===== src/rtl/crc_dma_pkg.sv =====
// Shared constants for the CRC DMA feeder: register map, CTL bit positions,
// FSM state encodings and the fixed master access size.
package crc_dma_pkg;

    localparam logic [3:0] OFF_SRC = 4'h0;
    localparam logic [3:0] OFF_LEN = 4'h4;
    localparam logic [3:0] OFF_CTL = 4'h8;
    localparam logic [3:0] OFF_CNT = 4'hC;

    localparam int CTL_START = 0;
    localparam int CTL_BUSY  = 1;
    localparam int CTL_DONE  = 2;
    localparam int CTL_INC   = 3;
    localparam int CTL_IE    = 4;
    localparam int CTL_ABORT = 5;

    localparam logic [2:0] ST_IDLE  = 3'd0;
    localparam logic [2:0] ST_WREQ  = 3'd1;
    localparam logic [2:0] ST_GUARD = 3'd2;
    localparam logic [2:0] ST_FETCH = 3'd3;
    localparam logic [2:0] ST_ACK   = 3'd4;

    localparam logic [1:0] M_SIZE_WORD = 2'b10;

    // Bit shift that aligns a 32-bit register with the addressed byte lane.
    function automatic logic [4:0] lane_shift(input logic [1:0] lane);
        return {lane, 3'b000};
    endfunction

endpackage


===== src/rtl/crc_dma.sv =====
// Single-channel memory-to-CRC DMA feeder: fetches words over the bus master
// port and hands them to the CRC engine one per p_req/p_ack handshake.
//
// state    | meaning
// ---------+---------------------------------------------------------------
// IDLE     | waiting for start; SRC/LEN writable
// WREQ     | waiting for the CRC engine to raise p_req
// FETCH    | master read in flight; m_valid/m_addr held until m_ready
// ACK      | one-cycle p_ack with the fetched word, count/address update
// GUARD    | one cycle ignoring p_req so a stale request is not reused
module crc_dma
    import crc_dma_pkg::*;
#(
    parameter int LW = 16
) (
    input  logic        c_clk,
    input  logic        c_rstb,
    input  logic        c_valid,
    input  logic        c_write,
    input  logic [31:0] c_addr,
    input  logic [1:0]  c_size,
    input  logic [31:0] c_wdata,
    output logic        c_ready,
    output logic [31:0] c_rdata,
    output logic        m_valid,
    output logic [31:0] m_addr,
    output logic [1:0]  m_size,
    output logic        m_write,
    input  logic        m_ready,
    input  logic [31:0] m_rdata,
    input  logic        p_req,
    output logic        p_ack,
    output logic [31:0] p_data,
    output logic        irq
);

    logic [2:0]    state;
    logic [31:0]   src;
    logic [31:0]   addr;
    logic [31:0]   buffer;
    logic [LW-1:0] len;
    logic [LW-1:0] cnt;
    logic          done;
    logic          inc;
    logic          ie;
    logic          abort_pend;

    logic          busy;
    logic          access;
    logic          wr;
    logic [4:0]    sh;
    logic [31:0]   wdata_s;
    logic [31:0]   rd_word;
    logic [31:0]   ctl_rd;
    logic [3:0]    off;
    logic          sel_src;
    logic          sel_len;
    logic          sel_ctl;
    logic          start_w;
    logic          abort_w;
    logic          done_w1c;
    logic          unused_bits;

    assign busy     = (state != ST_IDLE);
    assign access   = c_valid & ~c_ready;
    assign wr       = access & c_write;
    assign sh       = lane_shift(c_addr[1:0]);
    assign wdata_s  = c_wdata << sh;
    assign off      = {c_addr[3:2], 2'b00};
    assign sel_src  = wr & (off == OFF_SRC);
    assign sel_len  = wr & (off == OFF_LEN);
    assign sel_ctl  = wr & (off == OFF_CTL);
    // Abort written together with start suppresses the start.
    assign abort_w  = sel_ctl & wdata_s[CTL_ABORT];
    assign start_w  = sel_ctl & wdata_s[CTL_START] & ~wdata_s[CTL_ABORT];
    assign done_w1c = sel_ctl & wdata_s[CTL_DONE];

    assign m_valid  = (state == ST_FETCH);
    assign m_addr   = m_valid ? addr : 32'h0;
    assign m_size   = M_SIZE_WORD;
    assign m_write  = 1'b0;
    assign p_ack    = (state == ST_ACK);
    assign p_data   = buffer;
    assign irq      = done & ie;

    assign unused_bits = ^{c_size, c_addr[31:4]};

    always_comb begin
        ctl_rd            = 32'h0;
        ctl_rd[CTL_BUSY]  = busy;
        ctl_rd[CTL_DONE]  = done;
        ctl_rd[CTL_INC]   = inc;
        ctl_rd[CTL_IE]    = ie;
    end

    always_comb begin
        rd_word = 32'h0;
        case (off)
            OFF_SRC: rd_word = src;
            OFF_LEN: rd_word = 32'(len);
            OFF_CTL: rd_word = ctl_rd;
            OFF_CNT: rd_word = 32'(cnt);
            default: rd_word = 32'h0;
        endcase
    end

    always_ff @(posedge c_clk or negedge c_rstb) begin
        if (!c_rstb) begin
            c_ready <= 1'b0;
            c_rdata <= 32'h0;
            src     <= 32'h0;
            len     <= '0;
            inc     <= 1'b1;
            ie      <= 1'b0;
        end else begin
            c_ready <= c_valid;
            c_rdata <= (access && !c_write) ? (rd_word >> sh) : 32'h0;
            if (sel_src && !busy) begin
                src <= {wdata_s[31:2], 2'b00};
            end
            if (sel_len && !busy) begin
                len <= wdata_s[LW-1:0];
            end
            if (sel_ctl) begin
                inc <= wdata_s[CTL_INC];
                ie  <= wdata_s[CTL_IE];
            end
        end
    end

    always_ff @(posedge c_clk or negedge c_rstb) begin
        if (!c_rstb) begin
            state      <= ST_IDLE;
            addr       <= 32'h0;
            cnt        <= '0;
            buffer     <= 32'h0;
            done       <= 1'b0;
            abort_pend <= 1'b0;
        end else begin
            // Hardware set of done below takes priority over a W1C in the same cycle.
            if (done_w1c) begin
                done <= 1'b0;
            end
            case (state)
                ST_IDLE: begin
                    abort_pend <= 1'b0;
                    if (start_w) begin
                        addr <= src;
                        cnt  <= len;
                        if (len == '0) begin
                            done <= 1'b1;
                        end else begin
                            done  <= 1'b0;
                            state <= ST_WREQ;
                        end
                    end
                end
                ST_WREQ: begin
                    if (abort_w) begin
                        state <= ST_IDLE;
                    end else if (p_req) begin
                        state <= ST_FETCH;
                    end
                end
                ST_GUARD: begin
                    state <= abort_w ? ST_IDLE : ST_WREQ;
                end
                ST_FETCH: begin
                    if (abort_w) begin
                        abort_pend <= 1'b1;
                    end
                    // The bus transfer always completes; an abort only discards its data.
                    if (m_ready) begin
                        abort_pend <= 1'b0;
                        if (abort_w || abort_pend) begin
                            state <= ST_IDLE;
                        end else begin
                            buffer <= m_rdata;
                            state  <= ST_ACK;
                        end
                    end
                end
                ST_ACK: begin
                    cnt <= cnt - LW'(1);
                    if (inc) begin
                        addr <= addr + 32'd4;
                    end
                    if (cnt == LW'(1)) begin
                        done  <= 1'b1;
                        state <= ST_IDLE;
                    end else begin
                        state <= abort_w ? ST_IDLE : ST_GUARD;
                    end
                end
                default: state <= ST_IDLE;
            endcase
        end
    end

endmodule


===== config.mk =====
export PLATFORM = sky130hd
export DESIGN_NAME = crc_dma
export DESIGN_NICKNAME = d
export VERILOG_FILES = /design/src/rtl/crc_dma_pkg.sv /design/src/rtl/crc_dma.sv
export SDC_FILE = /design/constraint.sdc
export NUM_CORES = 1
export LEC_CHECK = 0
export CELL_PAD_IN_SITES_DETAIL_PLACEMENT = 1
export CELL_PAD_IN_SITES_GLOBAL_PLACEMENT = 2
export CORE_ASPECT_RATIO = 1.25
export CORE_MARGIN = 2
export CORE_UTILIZATION = 30
export CTS_BUF_LIST = sky130_fd_sc_hd__clkbuf_16
export DETAILED_ROUTE_END_ITERATION = 16
export PLACE_DENSITY_LB_ADDON = 0.25
export SYNTH_ARGS = -nofsm -noshare
export SYNTH_HDL_FRONTEND = slang
export SYNTH_SLANG_ARGS = --single-unit

===== constraint.sdc =====
create_clock -name c_clk -period 2.71 [get_ports c_clk]
set_input_delay 0.542 -clock c_clk [delete_from_list [all_inputs] [get_ports c_clk]]
set_output_delay 0.542 -clock c_clk [all_outputs]
set_load 0.02 [all_outputs]

* Word level (Yosys, flattened, before mapping)
Cells that the tools add are included.
Word-level totals: word-level logic and storage cells 86, output and inout bits 103, bits of input ports 104, bits in registers 166
Cells by class: equal/unequal tests 14, bitwise gates (word level) 13, reductions and logical operators 17, muxes and demuxes 26, $add $sub $neg 2, shift-type cells 2
Operator list (number):
- $mux 32 | 4
- $pmux 32 s4 | 1
- $pmux 32 s2 | 1
- $add 32x3->32 const B | 1
- $pmux 16 s2 | 1
- $shl 32x5->32 | 1
- $shr 32x5->32 | 1
- $mux 3 | 6
- $eq 16x1->1 const B | 1
- $logic_not 16->1 | 1
- $mux 16 | 1
- $sub 16x1->16 const B | 1
- $pmux 3 s5 | 1
- $and 1x1->1 | 10
- $mux 1 | 7
- $eq 3x2->1 const B | 2
- $reduce_and 3->1 | 2
- $eq 2x2->1 const B | 2
- $logic_not 4->1 | 1
- $mux 2 | 2
- $ne 2x1->1 const B | 2
- $ne 2x2->1 const B | 2
- $pmux 1 s2 | 2
- $reduce_and 2->1 | 2
- other kinds (13) | 19

* Longest topological paths before layout
Gate-level depths: netlist of the first run.
word-level depth 9, gate-level depth with buffers 9, mapped depth without buffers 7

* Least setup slack after synthesis of the first run
No wires, ideal clock.
kind register -> output, start point register state[0], end point output p_ack, data arrival time 1.802 ns, stages on the path, launching flop included 7, required time 2.168 ns, setup slack 0.366 ns, path buffers 4, cells stage by stage dfrtp_1 -> clkbuf_1 -> or3b_2 -> clkbuf_1 -> inv_2 -> buf_2 -> buf_1
On the way: word-level cells in the longest chain between the ends 1
Ends and longest elaborated chain:
- from (decl) | line crc_dma.sv:37 | logic [2:0] state;
- from (signal assigned) | line crc_dma.sv:166 | state <= abort_w ? ST_IDLE : ST_WREQ;
- from (signal assigned) | line crc_dma.sv:192 | state <= abort_w ? ST_IDLE : ST_GUARD;
- $eq 3x3->1 | line crc_dma.sv:82 | assign p_ack = (state == ST_ACK);
- to (decl) | line crc_dma.sv:32 | output logic p_ack,
No other way between the ends.

* Worst setup path after layout of the first run
start point register state[2], end point output m_addr[8]
On the way: word-level cells in the longest chain between the ends 2
Ends and longest elaborated chain:
- $eq 3x2->1 | line crc_dma.sv:78 | assign m_valid = (state == ST_FETCH);
- $mux 32 | line crc_dma.sv:79 | assign m_addr = m_valid ? addr : 32'h0;
- to (decl) | line crc_dma.sv:26 | output logic [31:0] m_addr,
No other way between the ends.

==> results.txt, run 1 <==
----------------------------------------------------
[Clock tree]
  Deepest clock path buffer count ... 2
  Total number of H-tree levels ... 4
  CTS sink cnt ... 164
  Number of buffers created by CTS ... 17
  CTS tree ... yes
  Setup repair bufs after CTS ... 0
  Clock-pin slew on the worst setup and hold paths ... 60 ps
  Root Driver ... sky130_fd_sc_hd__clkbuf_16
  Clock latency reported for the late side of the worst-skew pair ... 440 ps

[Logic synthesis]
  Share of flip-flops with an asynchronous set or reset after synthesis ... 1.00
  Proportion of synthesized chip area in sequential cells ... 0.476
  Total number of yosys warnings ... 0
  Average instance area after synthesis ... 9.47 um^2
  Number of distinct library cell variants in the gate-level netlist after synthesis ... 69
  Predominant post-synthesis flop cell ... sky130_fd_sc_hd__dfrtp_1
  Post-Syn Area ... 8620 um^2
  FF+latch count, synth ... 164
  Post-synth EDFFs ... 0
  Gate count after technology mapping ... 910

[Floorplanning]
  Placement Rows ... 69
  Die area ... 30,100 um^2
  Core outline area ... 28,300 um^2
  Io pins ... 207
  X dimension of the die ... 156 um
  Chip height ... 194 um
  Starting utilization of the core area ... 0.304

[STA]
  Actual transition at the worst max-transition pin ... 678 ps
  Sum of negative setup slack ... 0 ps
  Fin. max-slew vios ... 0
  Final worst path period need ... 2620 ps
  Final Setup Violations ... 0
  Period utilisation layout ... 0.966
  Worst rel slew slack ... 0.548
  Final Hold Violating Endpoints ... 0
  Setup repair after global routing missed its margin ... false
  Worst clock skew ... 7.61 ps
  Max Clk Rate ... 0.382 GHz

[Drt]
  Number of DRC violations after detailed routing ... 0
  Detail-routed net length per standard cell ... 20.9 um
  Count of vias placed by the detailed router ... 7,736
  Length of the first detailed-routing pass in iterations ... 5
  Detailed-route wire length ... 30.3 mm
  DRT iter0 DRCs ... 379
  Remaining antenna violation count ... 0
  Mean number of vias per cell ... 5.34

[Power]
  Worst IR Drop VDD ... 443 uV
  Leakage component of the power ... 0.00507 uW
  PD cells ... 824 nW/um^2
  Total power after layout ... 9520 uW

[Worst setup path]
  Arrival time of data at the critical path endpoint ... 2080 ps
  Class of the most critical setup path ... reg2out
  Crit path launch ... state[2]$_DFFE_PN0P_
  Critical Path Max Stage Delay ... 620 ps
  Required time of the critical path ... 2170 ps
  Critical register-to-register path startpoint ... addr[10]$_DFFE_PN0P_
  Startpoint type of the worst setup path ... flop
  Worst path slowest cell ... sky130_fd_sc_hd__clkdlybuf4s50_1
  Endpoint class of the critical path ... output pin
  Worst-path cell chain ... nor2b_1 -> buf_6 -> and3_1 -> clkdlybuf4s50_1
  Largest fanout on the critical path ... 29

[Job]
  Total of max-cap violations ... 0

[Placed design]
  Port buffer count ... 171
  Estimated wirelength of the detail-placed design ... 22.5 mm
  Placer's final routability congestion estimate ... 0.852

[Finish]
  Most frequent cells in the layout ... 162 x sky130_fd_sc_hd__dfrtp_1, 158 x sky130_fd_sc_hd__clkdlybuf4s50_1, 134 x sky130_fd_sc_hd__nand2_1, 74 x sky130_fd_sc_hd__nor2_1, 65 x sky130_fd_sc_hd__mux2_2
  Number of nets in the layout ... 1,189
  Final standard cell utilization of the core ... 0.408
  Most common library cell in the layout ignoring fill and taps ... sky130_fd_sc_hd__dfrtp_1
  Synth-to-layout area growth ... 34.0%
  Fraction of final layout cells with drive strength greater than 1 ... 0.151
  Antenna fix cells ... 0
  Number of fill cells ... 3,233

[Global routing]
  Largest net degree at the start of global routing ... 62
  Total global routing overflow ... 0
  Overall Global Routing Usage ... 0.204
  Initial antenna violation count ... 0
  Number of global-route vias before repair ... 8,010
  First-pass GRT wire length ... 47.1 mm

[Outcome]
  Status ... finished, final reports clean

[Min path]
  Worst hold-check path type ... in2async

----------------------------------------------------
[critical path, delay by kind of cell (launching register included)]
kind,cells,cell delay [ps]
AND/OR/NAND/NOR,2,350
flip-flops,1,440
buffers and inverters,2,840
[flip-flops by register name, summed over array words and instances, names as in the netlist]
name and flops:
done 1, inc 1, len 16, ie 1, p_data 32, cnt 16, addr 30, c_rdata 32
state 3, abort_pend 1, c_ready 1, src 30
[logic make-up after synthesis]
family	after synthesis	synth area share
other	2	0.000871
AOI/OAI and AO/OA	212	0.158
and+or+nand+nor	356	0.199
muxes	90	0.118
adders and majority gates	3	0.00435
DFF	164	0.476
buffers and inverters	82	0.0424
xor gates and xnor gates	1	0.00102
[power by group]
group          internal (uW)  switching, uW
logic                   1490           1560
registers               3110            833
clock network           1520           1020
total                   6120           3410
[stage by stage]
| stage | worst slack [ps] | cell area (um^2) | hold WS, ps | cells |
|---|---|---|---|---|
| after global placement | 69.0 | 10900 | 479 | 1418 |
| after CTS | 47.6 | 11500 | 95.1 | 1448 |
| after global routing | 0.598 | 11600 | 103 | 1448 |
| final | 91.7 | 11600 | 68.7 | 1448 |
| after detailed placement | 13.6 | 10900 | 494 | 1418 |
| after floorplan | 366 | 8630 | 246 | 913 |
[cell usage after synthesis (6+ instances only)]
| cell | instances | share of area |
|---|---|---|
| sky130_fd_sc_hd__a22oi_1 | 10 | 0.0087 |
| sky130_fd_sc_hd__buf_2 | 11 | 0.0064 |
| sky130_fd_sc_hd__nor3_1 | 20 | 0.012 |
| sky130_fd_sc_hd__inv_1 | 6 | 0.0026 |
| sky130_fd_sc_hd__mux2_2 | 65 | 0.085 |
| sky130_fd_sc_hd__a21oi_1 | 58 | 0.034 |
| sky130_fd_sc_hd__o211ai_1 | 12 | 0.010 |
| sky130_fd_sc_hd__a211oi_1 | 8 | 0.0070 |
| sky130_fd_sc_hd__nor4_1 | 10 | 0.0073 |
| sky130_fd_sc_hd__dfrtp_1 | 163 | 0.47 |
| sky130_fd_sc_hd__nand4_1 | 13 | 0.0094 |
| sky130_fd_sc_hd__o21ai_0 | 55 | 0.032 |
| sky130_fd_sc_hd__a311oi_1 | 12 | 0.012 |
| sky130_fd_sc_hd__nand3_1 | 21 | 0.012 |
| sky130_fd_sc_hd__and2_1 | 10 | 0.0073 |
| sky130_fd_sc_hd__mux2i_1 | 22 | 0.026 |
| sky130_fd_sc_hd__o22ai_1 | 11 | 0.0080 |
| sky130_fd_sc_hd__nand2_1 | 134 | 0.058 |
| sky130_fd_sc_hd__nor2_1 | 74 | 0.032 |
| sky130_fd_sc_hd__and3_1 | 35 | 0.025 |
| sky130_fd_sc_hd__or3_1 | 7 | 0.0051 |
| sky130_fd_sc_hd__clkbuf_1 | 51 | 0.022 |
| sky130_fd_sc_hd__and4_1 | 6 | 0.0061 |
[final timing paths]
check	end	slack, ps	cells past startpoint
setup / recovery	m_addr[8]	90	4
hold / removal	p_data[3]$_DFFE_PN0P_	70	1
min in group c_clk	p_data[22]$_DFFE_PN0P_	500	1
max in group asynchronous	c_rdata[18]$_DFF_PN0_	1910	2
hold reg to reg	p_data[22]$_DFFE_PN0P_	500	1
setup reg to reg	addr[28]$_DFFE_PN0P_	410	5
[timing repair]
| action | in CTS | in global routing |
|---|---|---|
| gates resized for setup | 3 | 9 |
| hold buffers | 0 | 0 |
| cloned | 0 | 0 |
| setup endpoints to repair | 18 | 9 |
[per-layer routing]
metal  wire [um]  track usage
met4         733       0.0748
met1       13100        0.258
met5           0            0
met2       15500        0.353
met3        1020       0.0260
[layout make-up]
class | count | area [um^2] | area share
Clock buffer | 17 | 425 | 0.0368
Clock inverter | 13 | 169 | 0.0146
Inverter | 7 | 26.3 | 0.00227
Multi-Input combinational cell | 667 | 4180 | 0.361
Sequential cell | 164 | 4110 | 0.355
Tap cell | 355 | 444 | 0.0384
Timing Repair Buffer | 225 | 2210 | 0.191
Note: power is estimated with default switching activity, not from simulation.
==> run 2, diff against run 1 <==
--- a/config.mk
+++ b/config.mk
@@ -12,6 +12,7 @@
 export CORE_UTILIZATION = 30
 export CTS_BUF_LIST = sky130_fd_sc_hd__clkbuf_16
 export DETAILED_ROUTE_END_ITERATION = 16
+export MAX_ROUTING_LAYER = met4
 export PLACE_DENSITY_LB_ADDON = 0.25
 export SYNTH_ARGS = -nofsm -noshare
 export SYNTH_HDL_FRONTEND = slang
==> results.txt, run 2 (same netlist as run 1, synthesis figures left out) <==
----------------------------------------------------
[Outcome]
  Status ... finished, final reports clean

[Global routing]
  Met3 demand-to-capacity share in global routing ... 0.0273
  Met1 Usage GRT ... 0.260
  Initial antenna violation count ... 0
  Routing layer with the top usage in global route ... met2
  Overall Global Routing Usage ... 0.210
  Largest net degree at the start of global routing ... 62
  Total global routing overflow ... 0
  First-pass GRT wire length ... 47.1 mm
  Met2 routing resource usage after global routing ... 0.352
  Number of global-route vias before repair ... 7,997

[Finish]
  Most common library cell in the layout ignoring fill and taps ... sky130_fd_sc_hd__dfrtp_1
  Antenna fix cells ... 0
  Most frequent cells in the layout ... 162 x sky130_fd_sc_hd__dfrtp_1, 155 x sky130_fd_sc_hd__clkdlybuf4s50_1, 134 x sky130_fd_sc_hd__nand2_1, 74 x sky130_fd_sc_hd__nor2_1, 65 x sky130_fd_sc_hd__mux2_2
  Number of nets in the layout ... 1,189
  Synth-to-layout area growth ... 34.1%
  Fraction of final layout cells with drive strength greater than 1 ... 0.151

[Worst setup path]
  Critical Path Max Stage Delay ... 630 ps
  Class of the most critical setup path ... reg2out
  Required time of the critical path ... 2170 ps
  Arrival time of data at the critical path endpoint ... 2080 ps
  Register-to-register setup slack ... 420 ps
  Largest fanout on the critical path ... 29
  Critical register-to-register path startpoint ... addr[10]$_DFFE_PN0P_
  Startpoint type of the worst setup path ... flop
  Worst-path cell chain ... nor2b_1 -> buf_6 -> and3_1 -> clkdlybuf4s50_1
  Endpoint class of the critical path ... output pin
  Worst path slowest cell ... sky130_fd_sc_hd__clkdlybuf4s50_1
  Number of cell instances on the worst register-to-register path ... 5
  Capturing point of the worst reg2reg path ... addr[28]$_DFFE_PN0P_

[Placed design]
  Port buffer count ... 171
  Estimated wirelength of the detail-placed design ... 22.5 mm
  Placer's final routability congestion estimate ... 0.865

[Power]
  PD cells ... 823 nW/um^2
  Total power after layout ... 9520 uW
  Leakage component of the power ... 0.00513 uW
  Worst IR Drop VDD ... 443 uV

[STA]
  Worst rel slew slack ... 0.549
  Sum of negative setup slack ... 0 ps
  Max Clk Rate ... 0.381 GHz
  Final worst path period need ... 2620 ps
  Final Setup Violations ... 0
  Worst clock skew ... 9.55 ps
  Actual transition at the worst max-transition pin ... 676 ps
  Fin. max-slew vios ... 0
  Setup repair after global routing missed its margin ... false
  Final Hold Violating Endpoints ... 0
  Period utilisation layout ... 0.968

[Floorplanning]
  Core outline area ... 28,300 um^2
  X dimension of the die ... 156 um
  Io pins ... 207
  Die area ... 30,100 um^2
  Chip height ... 194 um
  Starting utilization of the core area ... 0.304
  Placement Rows ... 69

[Clock tree]
  Total number of H-tree levels ... 4
  Clock latency reported for the late side of the worst-skew pair ... 440 ps
  Clock-pin slew on the worst setup and hold paths ... 60 ps
  Deepest clock path buffer count ... 2
  Root Driver ... sky130_fd_sc_hd__clkbuf_16
  CTS tree ... yes
  Number of buffers created by CTS ... 17
  CTS sink cnt ... 164

[Min path]
  Worst hold-check path type ... in2async

[Job]
  Total of max-cap violations ... 0

[Drt]
  Count of vias placed by the detailed router ... 7,739
  Number of DRC violations after detailed routing ... 0
  DRT iter0 DRCs ... 355
  Detailed-route wire length ... 30.4 mm
  Detail-routed net length per standard cell ... 21.0 um
  Remaining antenna violation count ... 0
  Length of the first detailed-routing pass in iterations ... 4
  Mean number of vias per cell ... 5.34

----------------------------------------------------
==> run 2: cell count changes in the layout (fill, tap and decap cells not counted) <==
cell | before | now
sky130_fd_sc_hd__dlymetal6s2s_1 | 9 | 12
sky130_fd_sc_hd__clkdlybuf4s50_1 | 158 | 155
==> run 2: worst max path at each step <==
stage | startpoint | to | slack, ps | depth (start not counted)
after floorplan | state[0]$_DFFE_PN0P_ | p_ack | 370 | 6
after global placement | c_valid | addr[11]$_DFFE_PN0P_ | 70 | 7
after detailed placement | c_valid | cnt[14]$_DFFE_PN0P_ | 10 | 8
after CTS | state[2]$_DFFE_PN0P_ | m_addr[23] | 50 | 4
after global routing | state[2]$_DFFE_PN0P_ | m_addr[8] | 3 | 4
final | state[2]$_DFFE_PN0P_ | m_addr[8] | 90 | 4
==> run 2: stage by stage <==
stage | instance area [um^2] | hold slack [ps] | worst slack (ps) | cells | util
2_1_floorplan | 8630 | 246 | 366 | 913 | -
3_3_place_gp | 10900 | 479 | 69.0 | 1418 | 0.386
3_5_place_dp | 10900 | 494 | 13.6 | 1418 | 0.386
4_1_cts | 11500 | 95.1 | 47.6 | 1448 | 0.407
5_1_grt | 11600 | 102 | 2.55 | 1448 | 0.408
6_report | 11600 | 71.8 | 87.9 | 1448 | 0.408
==> run 2: final cells by class <==
cell class	instances	area, um^2
clock buffers	17	425
clock inverters	13	169
fillers	3233	16800
inverters	7	26.3
multi-input cells	667	4180
flip-flops and latches	164	4110
well taps	355	444
repair buffers	225	2220
==> run 2: where the power goes <==
group | leakage (uW) | switching, uW | internal (uW)
clock | 0.000296 | 1020 | 1520
combinational | 0.00271 | 1560 | 1490
sequential | 0.00212 | 829 | 3110
total | 0.00513 | 3410 | 6110
==> run 2: timing repair <==
item,in CTS,in global routing
hold buffers,0,0
pin swaps,0,0
endpoints found under the setup margin,18,12
resized for setup,3,12
setup buffers,0,0
cloned,0,0
==> run 2: worst max-delay path, delay by kind of cell (launching register included) <==
kind	cells	cell delay, ps
buf+inv	2	850
flops	1	440
simple gates	2	350
==> run 2: metal layers <==
layer  share of wire  up-vias
met1            0.44     3862
li1                -     3654
met5               0        -
met3           0.034       39
met4           0.024        0
met2            0.51      184
